`src/rtl/fsk_pkg.sv`:
```
// Shared constants, state encoding and width helper for the FSK link.
package fsk_pkg;

    localparam int FSK_BITS    = 12;
    localparam int FSK_SAMPLES = 16;
    localparam int FSK_HI_MIN  = 12;
    localparam int FSK_LO_MAX  = 10;

    typedef enum logic {
        IDLE = 1'b0,
        RUN  = 1'b1
    } fsk_state_e;

    // Width needed to hold an edge count of 0..samples inclusive.
    function automatic int fsk_cnt_width(input int samples);
        return $clog2(samples + 1);
    endfunction

endpackage

```
`src/rtl/fsk_edge_counter.sv`:
```
// Edge detector, per-window sample/edge counters and threshold slicer.
import fsk_pkg::*;

module fsk_edge_counter #(
    parameter int SAMPLES = FSK_SAMPLES,
    parameter int HI_MIN  = FSK_HI_MIN,
    parameter int LO_MAX  = FSK_LO_MAX
) (
    input  logic clk,
    input  logic reset,
    input  logic fsk_in,
    input  logic restart,
    input  logic count_en,
    output logic win_end,
    output logic bit_val,
    output logic bit_amb
);

    localparam int SW = $clog2(SAMPLES);
    localparam int CW = fsk_cnt_width(SAMPLES);
    localparam logic [SW-1:0] LAST_C = SW'(SAMPLES - 1);
    localparam logic [CW-1:0] HI_C   = CW'(HI_MIN);
    localparam logic [CW-1:0] LO_C   = CW'(LO_MAX);

    logic          prev_r;
    logic [SW-1:0] sample_cnt_r;
    logic [CW-1:0] edge_cnt_r;
    logic          edge_s;
    logic [CW-1:0] total_s;
    logic          win_end_s;

    // Edge detect and slicing of the window total (this cycle's edge included).
    always_comb begin
        edge_s  = (fsk_in != prev_r);
        total_s = edge_cnt_r + CW'(edge_s);
        if (count_en && (sample_cnt_r == LAST_C)) begin
            win_end_s = 1'b1;
        end else begin
            win_end_s = 1'b0;
        end
        bit_val = (total_s >= HI_C);
        bit_amb = (total_s > LO_C) && (total_s < HI_C);
    end

    assign win_end = win_end_s;

    // Previous-sample register and window counters; a restart zeroes the window.
    always_ff @(posedge clk) begin
        if (reset) begin
            prev_r       <= 1'b0;
            sample_cnt_r <= '0;
            edge_cnt_r   <= '0;
        end else begin
            prev_r <= fsk_in;
            if (restart || win_end_s) begin
                sample_cnt_r <= '0;
                edge_cnt_r   <= '0;
            end else if (count_en) begin
                sample_cnt_r <= sample_cnt_r + SW'(1);
                edge_cnt_r   <= total_s;
            end else begin
                sample_cnt_r <= sample_cnt_r;
                edge_cnt_r   <= edge_cnt_r;
            end
        end
    end

endmodule

```
`src/rtl/fsk_demod.sv`:
```
// Non-coherent FSK demodulator: frame FSM, bit assembly and output registers.
import fsk_pkg::*;

module fsk_demod #(
    parameter int BITS    = FSK_BITS,
    parameter int SAMPLES = FSK_SAMPLES,
    parameter int HI_MIN  = FSK_HI_MIN,
    parameter int LO_MAX  = FSK_LO_MAX
) (
    input  logic            clk,
    input  logic            reset,
    input  logic            fsk_in,
    input  logic            align,
    output logic [BITS-1:0] data_out,
    output logic            data_valid,
    output logic            bit_err,
    output logic            locked
);

    localparam int IW = $clog2(BITS);
    localparam logic [IW-1:0] LAST_IDX_C = IW'(BITS - 1);

    fsk_state_e      state_r;
    logic [IW-1:0]   bit_idx_r;
    logic [BITS-1:0] shift_r;
    logic [BITS-1:0] data_out_r;
    logic            data_valid_r;
    logic            bit_err_r;
    logic            locked_r;
    logic            count_en_s;
    logic            win_end_s;
    logic            bit_val_s;
    logic            bit_amb_s;
    logic [BITS-1:0] word_s;

    // Counting only while running and not being re-aligned.
    always_comb begin
        if ((state_r == RUN) && !align) begin
            count_en_s = 1'b1;
        end else begin
            count_en_s = 1'b0;
        end
        // Word end always lands on the top bit, so the finished word is the
        // fresh bit on top of the bits already collected.
        word_s = {bit_val_s, shift_r[BITS-2:0]};
    end

    fsk_edge_counter #(
        .SAMPLES (SAMPLES),
        .HI_MIN  (HI_MIN),
        .LO_MAX  (LO_MAX)
    ) u_edge_counter (
        .clk      (clk),
        .reset    (reset),
        .fsk_in   (fsk_in),
        .restart  (align),
        .count_en (count_en_s),
        .win_end  (win_end_s),
        .bit_val  (bit_val_s),
        .bit_amb  (bit_amb_s)
    );

    // Frame FSM: align restarts the frame, window ends fill the word.
    always_ff @(posedge clk) begin
        if (reset) begin
            state_r      <= IDLE;
            bit_idx_r    <= '0;
            shift_r      <= '0;
            data_out_r   <= '0;
            data_valid_r <= 1'b0;
            bit_err_r    <= 1'b0;
            locked_r     <= 1'b0;
        end else begin
            data_valid_r <= 1'b0;
            bit_err_r    <= 1'b0;
            case (state_r)
                IDLE: begin
                    if (align) begin
                        state_r   <= RUN;
                        locked_r  <= 1'b1;
                        bit_idx_r <= '0;
                        shift_r   <= '0;
                    end else begin
                        locked_r  <= 1'b0;
                    end
                end
                RUN: begin
                    locked_r <= 1'b1;
                    if (align) begin
                        bit_idx_r <= '0;
                        shift_r   <= '0;
                    end else if (win_end_s) begin
                        bit_err_r          <= bit_amb_s;
                        shift_r[bit_idx_r] <= bit_val_s;
                        if (bit_idx_r == LAST_IDX_C) begin
                            data_out_r   <= word_s;
                            data_valid_r <= 1'b1;
                            bit_idx_r    <= '0;
                        end else begin
                            bit_idx_r    <= bit_idx_r + IW'(1);
                        end
                    end else begin
                        bit_idx_r <= bit_idx_r;
                    end
                end
                default: begin
                    state_r  <= IDLE;
                    locked_r <= 1'b0;
                end
            endcase
        end
    end

    assign data_out   = data_out_r;
    assign data_valid = data_valid_r;
    assign bit_err    = bit_err_r;
    assign locked     = locked_r;

endmodule

```
`config.mk`:
```
export PLATFORM = sky130hd
export DESIGN_NAME = fsk_demod
export DESIGN_NICKNAME = d
export VERILOG_FILES = /design/src/rtl/fsk_pkg.sv /design/src/rtl/fsk_edge_counter.sv /design/src/rtl/fsk_demod.sv
export SDC_FILE = /design/constraint.sdc
export NUM_CORES = 1
export LEC_CHECK = 0
export ABC_AREA = 1
export CAP_MARGIN = 30
export CORE_UTILIZATION = 60
export DETAILED_ROUTE_END_ITERATION = 16
export PLACE_DENSITY = 0.83
export SYNTH_ARGS = -nofsm -noshare
export SYNTH_HDL_FRONTEND = slang
export SYNTH_HIERARCHICAL = 1
export SYNTH_SLANG_ARGS = --single-unit
```
`constraint.sdc`:
```
create_clock -name clk -period 3.6 [get_ports clk]
set_input_delay 0.36 -clock clk [delete_from_list [all_inputs] [get_ports clk]]
set_output_delay 0.36 -clock clk [all_outputs]
set_load 0.05 [all_outputs]
```
# Word level (Yosys, flattened, before mapping)
# Index checks and enable logic that the tools add are counted.
# op_classes
n_addsub	3
order_cmp	5
n_eq_ne	5
n_mux	18
n_bitwise	3
n_reduce_logical	10
# ops
cell	n
12-bit two-way mux	3
12-bit one-hot mux with 2 select lines	1
4-bit two-way mux	4
12-bit bitwise mux	1
4-bit by 1-bit adder with 4-bit output, second input constant	2
4-bit equality test, second input constant	2
4-bit one-hot mux with 2 select lines	1
1-bit two-way mux	6
5-bit by 1-bit adder with 5-bit output	1
5-bit by 4-bit >= comparator with 1-bit output, second input constant	1
5-bit by 4-bit > comparator with 1-bit output, second input constant	1
4-bit by 5-bit less-than comparator with 1-bit output, second input constant	1
5-bit by 4-bit less-than comparator with 1-bit output, second input constant	1
1-bit demux with 4-bit select	1
4-bit by 1-bit >= comparator with 1-bit output, second input constant	1
1-bit logical AND	4
4-bit AND reduction	1
4-bit OR reduction	1
3-bit by 2-bit != test with 1-bit output, second input constant	1
1-bit inverter	3
2-bit != test, second input constant	1
1-bit one-hot mux with 2 select lines	1
2-bit AND reduction	1
2-bit OR reduction	1
other kinds (3)	3
# word_totals
register_bits	42
in_bits	4
output_inout_bits	15
word_cells	54

# Depth between registers and ports, before layout
# depth
word_depth	8
depth_mapped	13
mapped_depth_nobuf	12

# Modules after synthesis
# The synthesis kept the hierarchy.
# by_module_without_submodules
mod	instances	cells_each	area_per_inst_um2	seq_area_each_um2
fsk_demod	1	220	1436.4	600.6
fsk_edge_counter	1	81	558.0	200.2

# Worst setup path before layout
# No wires, ideal clock.
# synth_timing
path_type	register to register
startpoint	register state_r
endpoint	register shift_r[2]
setup_ps	132
arrival_time_ps	1844
t_required_ps	3468
slack_ps	1623
stages_incl_launch_ff	12
n_path_buf	2
period_less_slack_ps	1977
cell_sequence	dfxtp_1 > nand2_1 > inv_1 > buf_6 > nand3_1 > nor2_1 > nand2_1 > inv_1 > buf_2 > nand3_1 > nand2_1 > a21oi_1
# synth_between
elab_chain_len	6
word_cells_on_any_way	9
classes_between	eq/ne (2); mux (3); bitwise (1); reduce/logical (3)
# synth_rtl
item	line	text
start, declared	fsk_demod.sv:23	fsk_state_e state_r;
start signal, assigned	fsk_demod.sv:66	state_r <= IDLE;
start signal, assigned	fsk_demod.sv:79	state_r <= RUN;
start signal, assigned	fsk_demod.sv:107	state_r <= IDLE;
1-bit logical AND	fsk_demod.sv:38	if ((state_r == RUN) && !align) begin
1-bit two-way mux	fsk_demod.sv:38	
net count_en_s	fsk_demod.sv:30	logic count_en_s;
1-bit logical AND	fsk_edge_counter.sv:36	if (count_en && (sample_cnt_r == LAST_C)) begin
1-bit two-way mux	fsk_edge_counter.sv:36	
net win_end_s	fsk_demod.sv:31	logic win_end_s;
3-bit by 2-bit != test with 1-bit output (no line)	--	
2-bit AND reduction (no line)	--	
end signal, assigned by index	fsk_demod.sv:94	shift_r[bit_idx_r] <= bit_val_s;
end, declared	fsk_demod.sv:25	logic [BITS-1:0] shift_r;
# The timed path passes the listed nets, and every way through them passes these cells.
# A chain may end at the register's enable or synchronous reset.

# Final worst setup path
# layout_timing
startpoint	input port align
endpoint	register data_out_r[4] (netlist: data_out[4])
# layout_between
elab_chain_len	6
word_cells_on_any_way	7
classes_between	mux (2); bitwise (1); reduce/logical (4)
# layout_rtl
item	line	text
start, declared	fsk_demod.sv:13	input logic align,
1-bit logical NOT	fsk_demod.sv:38	
1-bit logical AND	fsk_demod.sv:38	
1-bit two-way mux	fsk_demod.sv:38	
net count_en_s	fsk_demod.sv:30	
1-bit logical AND	fsk_edge_counter.sv:36	
1-bit two-way mux	fsk_edge_counter.sv:36	
net win_end_s	fsk_demod.sv:31	
4-bit AND reduction (no line)	--	
end signal, assigned	fsk_demod.sv:96	data_out_r <= word_s;
end, declared	fsk_demod.sv:26	logic [BITS-1:0] data_out_r;
# The timed path passes the listed nets, and every way through them passes these cells.

==> results.sh <==
export IMPL_pre_cts_slack_ns=0.879
export IMPL_p_leak_nw=0.888
export IMPL_grt_pass1_vias=1474
export IMPL_fp_dieW_um=59.7
export IMPL_cts_hold_buf=0
export IMPL_cts_buffer_depth=2
export IMPL_vdd_drop_max_uv=194
export IMPL_start_kind="primary input"
export IMPL_setup_viol=0
export IMPL_crit_cells=12
export IMPL_final_common_cell="nand2_1"
export IMPL_crit_fanout=24
export IMPL_insertion_delay_ns=0.34
export IMPL_ff2ff_setup_slack_ns=1.51
export IMPL_cap_violations=0
export IMPL_cts_root_buffer="clkbuf_4"
export IMPL_r2r_end="data_out[4]$_SDFFE_PP0P_"
export IMPL_vias_per_cell=4.78
export IMPL_syn_mean_instance_area_sq_um=6.63
export IMPL_final_cell_mix="nand2_1, nor2_1, dfxtp_1"
export IMPL_dr_pass1_iters=4
export IMPL_htree_levels=2
export IMPL_fin_crit_sh_pct=64.5
export IMPL_setup_ws_ns=1.28
export IMPL_status="completed"
export IMPL_die_area_sq_um=3560
export IMPL_arrival_ns=2.57
export IMPL_grt_max_degree=25
export IMPL_syn_area_sq_um=1990
export IMPL_clk_pin_slew_ns=0.10
export IMPL_grt_usage_pct=23.7
export IMPL_post_cts_resized=0
export IMPL_ys_seq_area_share_pct=40.2
export IMPL_ys_warnings_count=6
export IMPL_layout_drive_gt1_share_pct=7.86
export IMPL_reg2regPathDepth=9
export IMPL_remaining_drc_errors=0
export IMPL_ys_ff_latch=40
export IMPL_synth_top_area_share_pct=40.2
export IMPL_cts_num_sinks=40
export IMPL_grt_setup_unrepaired="no"
export IMPL_pin_count=19
export IMPL_worst_pin_slew_ns=0.732
export IMPL_die_y_um=59.7
export IMPL_cts_made_buffers=5
export IMPL_syn_num_nets=312
export IMPL_reg2reg_from="state_r$_SDFF_PP0_"
export IMPL_netlist_instances=301
export IMPL_slowest_stage="nor2_4"
export IMPL_routed_wirelength_mm=3.64
export IMPL_grt_antenna_before_repair=0
export IMPL_timing_hold_ws_ns=0.487
export IMPL_pwr_density_cell_nw_per_um2=315
export IMPL_min_period_ns=2.32
export IMPL_grt_pass1_wl_mm=6.31
export IMPL_hp_class="flip-flop to flip-flop"
export IMPL_synth_cell_types=25
export IMPL_antenna_cells=0
export IMPL_utilization_pct=71.6
export IMPL_crit_end="data_out[4]$_SDFFE_PP0P_"
export IMPL_area_growth_pct=11.4
export IMPL_dr_total_vias=1732
export IMPL_tns_ns=0
export IMPL_start_util_pct=64.3
export IMPL_drtAntennaViolNets=0
export IMPL_critPathKind="primary input to flip-flop"
export IMPL_path_cells="clkdlybuf4s50_1 -> buf_4 -> inv_2 -> nand2_1 -> inv_1 -> nand3_1 -> nor2_1 -> nand3_4 -> nor2_4 -> nand2_1 -> nand2_1 -> nor2_1"
export IMPL_hold_viol_final=0
export IMPL_path_buf_inv=4
export IMPL_wl_per_cell_um=10.0
export IMPL_postCtsSetupRepairBufs=0
export IMPL_cpPeakStageDelay_ns=0.42
export IMPL_max_clock_freq_mhz=431
export IMPL_hpwl_mm=2.67
export IMPL_routabilityCongestion=0.855
export IMPL_crit_family="simple AND/OR/NAND/NOR gates"
export IMPL_initialDrtViolationCount=96
export IMPL_slew_violations=0
export IMPL_crit_start="align"
export IMPL_synth_area_top_cells="dfxtp_1, nand2_1, nor2_1"
export IMPL_overflow=0
export IMPL_io_buffers=18
export IMPL_skew_ns=0.00301
export IMPL_finalPower_mw=0.699
export IMPL_relSlewSlack_pct=51.1
export IMPL_crit_required_ns=3.85
export IMPL_end_kind="flip-flop"
export IMPL_placementRows=20
export IMPL_synth_top_area_cell="dfxtp_1"
export IMPL_cts_tree="yes"
export IMPL_core_sq_um=3100
export IMPL_crit_top_cell="nand2_1"
export IMPL_nets=329
## cells in the mapped netlist, drive strengths merged
master  instances
nand2          92
nand3          19
ha              7
o21ai           2
dfxtp          40
xor2            1
clkbuf          2
a21oi          19
inv            39
nand4           4
buf             7
nor3            2
nor2           67
## registers in the layout (all words and copies together) (netlist names)
register                     cells
data_valid                       1
data_out                        12
shift_r                         11
bit_err                          1
u_edge_counter/prev_r            1
u_edge_counter/sample_cnt_r      4
u_edge_counter/edge_cnt_r        5
bit_idx_r                        4
state_r                          1
## how the worst min path moves through the flow
stage	start	to	cells after the start
finish	data_out[0]$_SDFFE_PP0P_	data_out[0]$_SDFFE_PP0P_	2
CTS	data_out[0]$_SDFFE_PP0P_	data_out[0]$_SDFFE_PP0P_	2
detailed placement	data_out[5]$_SDFFE_PP0P_	data_out[5]$_SDFFE_PP0P_	2
floorplan	reset	u_edge_counter/prev_r$_SDFF_PP0_	1
global placement	u_edge_counter/edge_cnt_r[0]$_SDFFE_PP0P_	u_edge_counter/edge_cnt_r[0]$_SDFFE_PP0P_	2
global route	data_out[5]$_SDFFE_PP0P_	data_out[5]$_SDFFE_PP0P_	2
## cells by family after synthesis
| family | after synthesis | synth area share [%] |
|---|---|---|
| AOI/OAI and AO/OA | 21 | 5.27 |
| xor gates and xnor gates | 1 | 0.439 |
| adders and majority gates | 7 | 4.39 |
| buffers and inverters | 48 | 10.5 |
| DFF | 40 | 40.2 |
| and+or+nand+nor | 184 | 39.3 |
## per-stage QoR
stage / instance area (sq um) / instances
CTS: 2220 / 362
global placement: 2170 / 355
floorplan: 1990 / 301
finish: 2220 / 362
global route: 2220 / 362
detailed placement: 2170 / 355
## power breakdown
group / total, mW / internal [mW] / switching, mW
Sequential: 0.449 / 0.445 / 0.00313
Combinational: 0.0439 / 0.0142 / 0.0298
Clock: 0.207 / 0.0720 / 0.135
Total: 0.699 / 0.532 / 0.168
## worst register-to-register path, stage by stage, from the launching register on
cell and delay, ns:
dfxtp_1 0.45, nand2_1 0.09, inv_1 0.25, nand3_1 0.16, nor2_1 0.23, nand3_4 0.15, nor2_4 0.42, nand2_1 0.12
nand2_1 0.09, nor2_1 0.05
## area by class of cell
type                            count  area, sq um
Tap cell                           44         55.1
Timing Repair Buffer               19          188
Inverter                           39          146
Clock buffer                        6         41.3
Sequential cell                    40          801
Multi-Input combinational cell    213          985
Clock inverter                      1         5.00
Fill cell                         289          882
## layer usage
metal | wire (um) | global-route usage (%)
met5 | 0 | 0
met4 | 34 | 8.97
met3 | 217 | 6.06
met2 | 1640 | 37.8
met1 | 1740 | 30.8
No activity file was read; power rests on OpenSTA's default activity.
==> RTL change, RTL diff (same settings) <==
Register the output `data_out` once more, cleared by the reset; this adds one clock of latency there. The other outputs are not delayed to match.
--- a/src/rtl/fsk_demod.sv
+++ b/src/rtl/fsk_demod.sv
@@ -111,7 +111,13 @@
         end
     end
 
-    assign data_out   = data_out_r;
+    always_ff @(posedge clk) begin
+        if (reset) begin
+            data_out <= '0;
+        end else begin
+            data_out <= data_out_r;
+        end
+    end
     assign data_valid = data_valid_r;
     assign bit_err    = bit_err_r;
     assign locked     = locked_r;
Formal check against the unedited RTL: same outputs for any inputs over 10 cycles, from zero or initial values and one cycle with reset high; that may be too few to reach the edited logic, so the function may still have changed.
==> RTL change against the unedited design <==
Hold slack worse by 0.058 ns; global-route usage is 1.1 points lower; sequential cell count is 12 higher; area after synthesis is 16% higher; routed wire length is 11% higher; via count is 7.7% higher; largest power group unchanged; highest routed layer unchanged; setup slack worse by 0.092 ns; critical endpoint is now shift_r[2]; power is 37% higher; count of clock-buffer cells in the layout is 1 lower; cell area is 16% higher; clock skew is 0.0016 ns higher.
==> RTL change: results (changes against the unedited design) <==
Largest net degree at the start of global routing: 20 (was 25)
Clk_lat worst skew: 0.31 ns (was 0.34 ns)
Non-clock buffering overhead: 0.0760 (was 0.0845)
Die area: 4100 sq um (was 3560 sq um)
Largest cells by area after synthesis: dfxtp_1 45%, nand2_1 13%, inv_1 7.8% (was dfxtp_1 40%, nand2_1 17%, nor2_1 12%)
Area Growth Syn to Fin: 11.2% (was 11.4%)
Fillers: 309 (was 289)
Clock buf count: 5 (was 6)
First-pass GRT wire length: 7.12 mm (was 6.31 mm)
First-pass DRT Iterations: 5 (was 4)
Part of the power in registers: 0.607 (was 0.641)
Sequential share of the synthesized area: 0.450 (was 0.402)
Commonest cells in the netlist: 77 x nand2_1, 52 x dfxtp_1, 48 x inv_1 (was 88 x nand2_1, 62 x nor2_1, 40 x dfxtp_1)
Outcome: completed (unchanged)
Seq/total area: 0.405 (was 0.361)
Clock power frac: 0.350 (was 0.296)
Routability cong.: 0.884 (was 0.855)
Worst-Margin Slew: 0.492 ns (was 0.732 ns)
Syn Nets: 328 (was 312)
Non-clk bufs: 20 (was 19)
Clock Sink Count: 52 (was 40)
Final critical-path required period: 2.41 ns (was 2.32 ns)
Seq power: 581 uW (was 449 uW)
Final WL: 4.04 mm (was 3.64 mm)
WHS: 0.429 ns (was 0.487 ns)
VDD IR-drop max: 0.000240 V (was 0.000194 V)
Hold crit path type: reg2reg (unchanged)
Mapped Cells: 317 (was 301)
CTS root buf: clkbuf_8 (was clkbuf_4)
HPWL after DPL: 2.85 mm (was 2.67 mm)
Invs w/o clock: 52 (was 39)
DR vias: 1,865 (was 1,732)
Multi-input gate count: 203 (was 213)
H-tree levels: 2 (unchanged)
Unique masters post-synth: 24 (was 25)
Hold Path Origin: data_out_r[10] (was data_out[0])
Worst path arrival time: 2.66 ns (was 2.57 ns)
Reg2Reg Setup Slack: 1.43 ns (was 1.51 ns)
Leak: 0.00110 uW (was 0.000888 uW)
Reg2reg path depth: 8 (was 9)
WHS Endpoint: data_out[10] (was data_out[0])
Critical Path Fanout Max: 16 (was 24)
Worst r2r dst: shift_r[2] (was data_out[4])
Global Route Usage Sum: 0.226 (was 0.237)
Nets: 345 (was 329)
RR Startpoint: state_r (unchanged)
Multi-input gate share of total cell area: 0.383 (was 0.443)
Critical Path Max Stage Delay: 0.40 ns (was 0.42 ns)
Clock network area share: 0.0360 (was 0.0208)
Share of layout cells above drive strength 1: 0.0836 (was 0.0786)
Vias in the first global route: 1,678 (was 1,474)
Worst-case clock skew: 0.00465 ns (was 0.00301 ns)
Slowest cell on the critical path: nor2_2 (was nor2_4)
Drt initial violations: 90 (was 96)
Pre-CTS setup slack: 0.924 ns (was 0.879 ns)
Placed Area: 2480 sq um (was 2170 sq um)
Non-Filler Instances: 383 (was 362)
Int Power: 729 uW (was 532 uW)
## RTL change: cells by family after synthesis
kind of cell | count (synthesis) | share of synthesized area
buffers and inverters | 62 | 0.123
DFF | 52 | 0.450
and+or+nand+nor | 163 | 0.315
xor gates and xnor gates | 1 | 0.00379
adders and majority gates | 7 | 0.0379
AOI/OAI and AO/OA | 32 | 0.0693
## RTL change: metal layers
| layer | vias to the layer above | routed length (um) | track usage |
|---|---|---|---|
| met5 | - | 0 | 0 |
| met4 | 0 | 77 | 0.102 |
| met3 | 7 | 166 | 0.0589 |
| met2 | 41 | 1780 | 0.359 |
| met1 | 808 | 2010 | 0.287 |
| li1 | 1009 | - | - |
## RTL change: worst max-delay path by stage
stage,cells after the start,to,start
2_1_floorplan,11,shift_r[2],state_r
3_3_place_gp,11,shift_r[7],align
3_5_place_dp,11,shift_r[2],align
4_1_cts,11,shift_r[2],align
5_1_grt,11,shift_r[3],align
6_report,11,shift_r[2],align
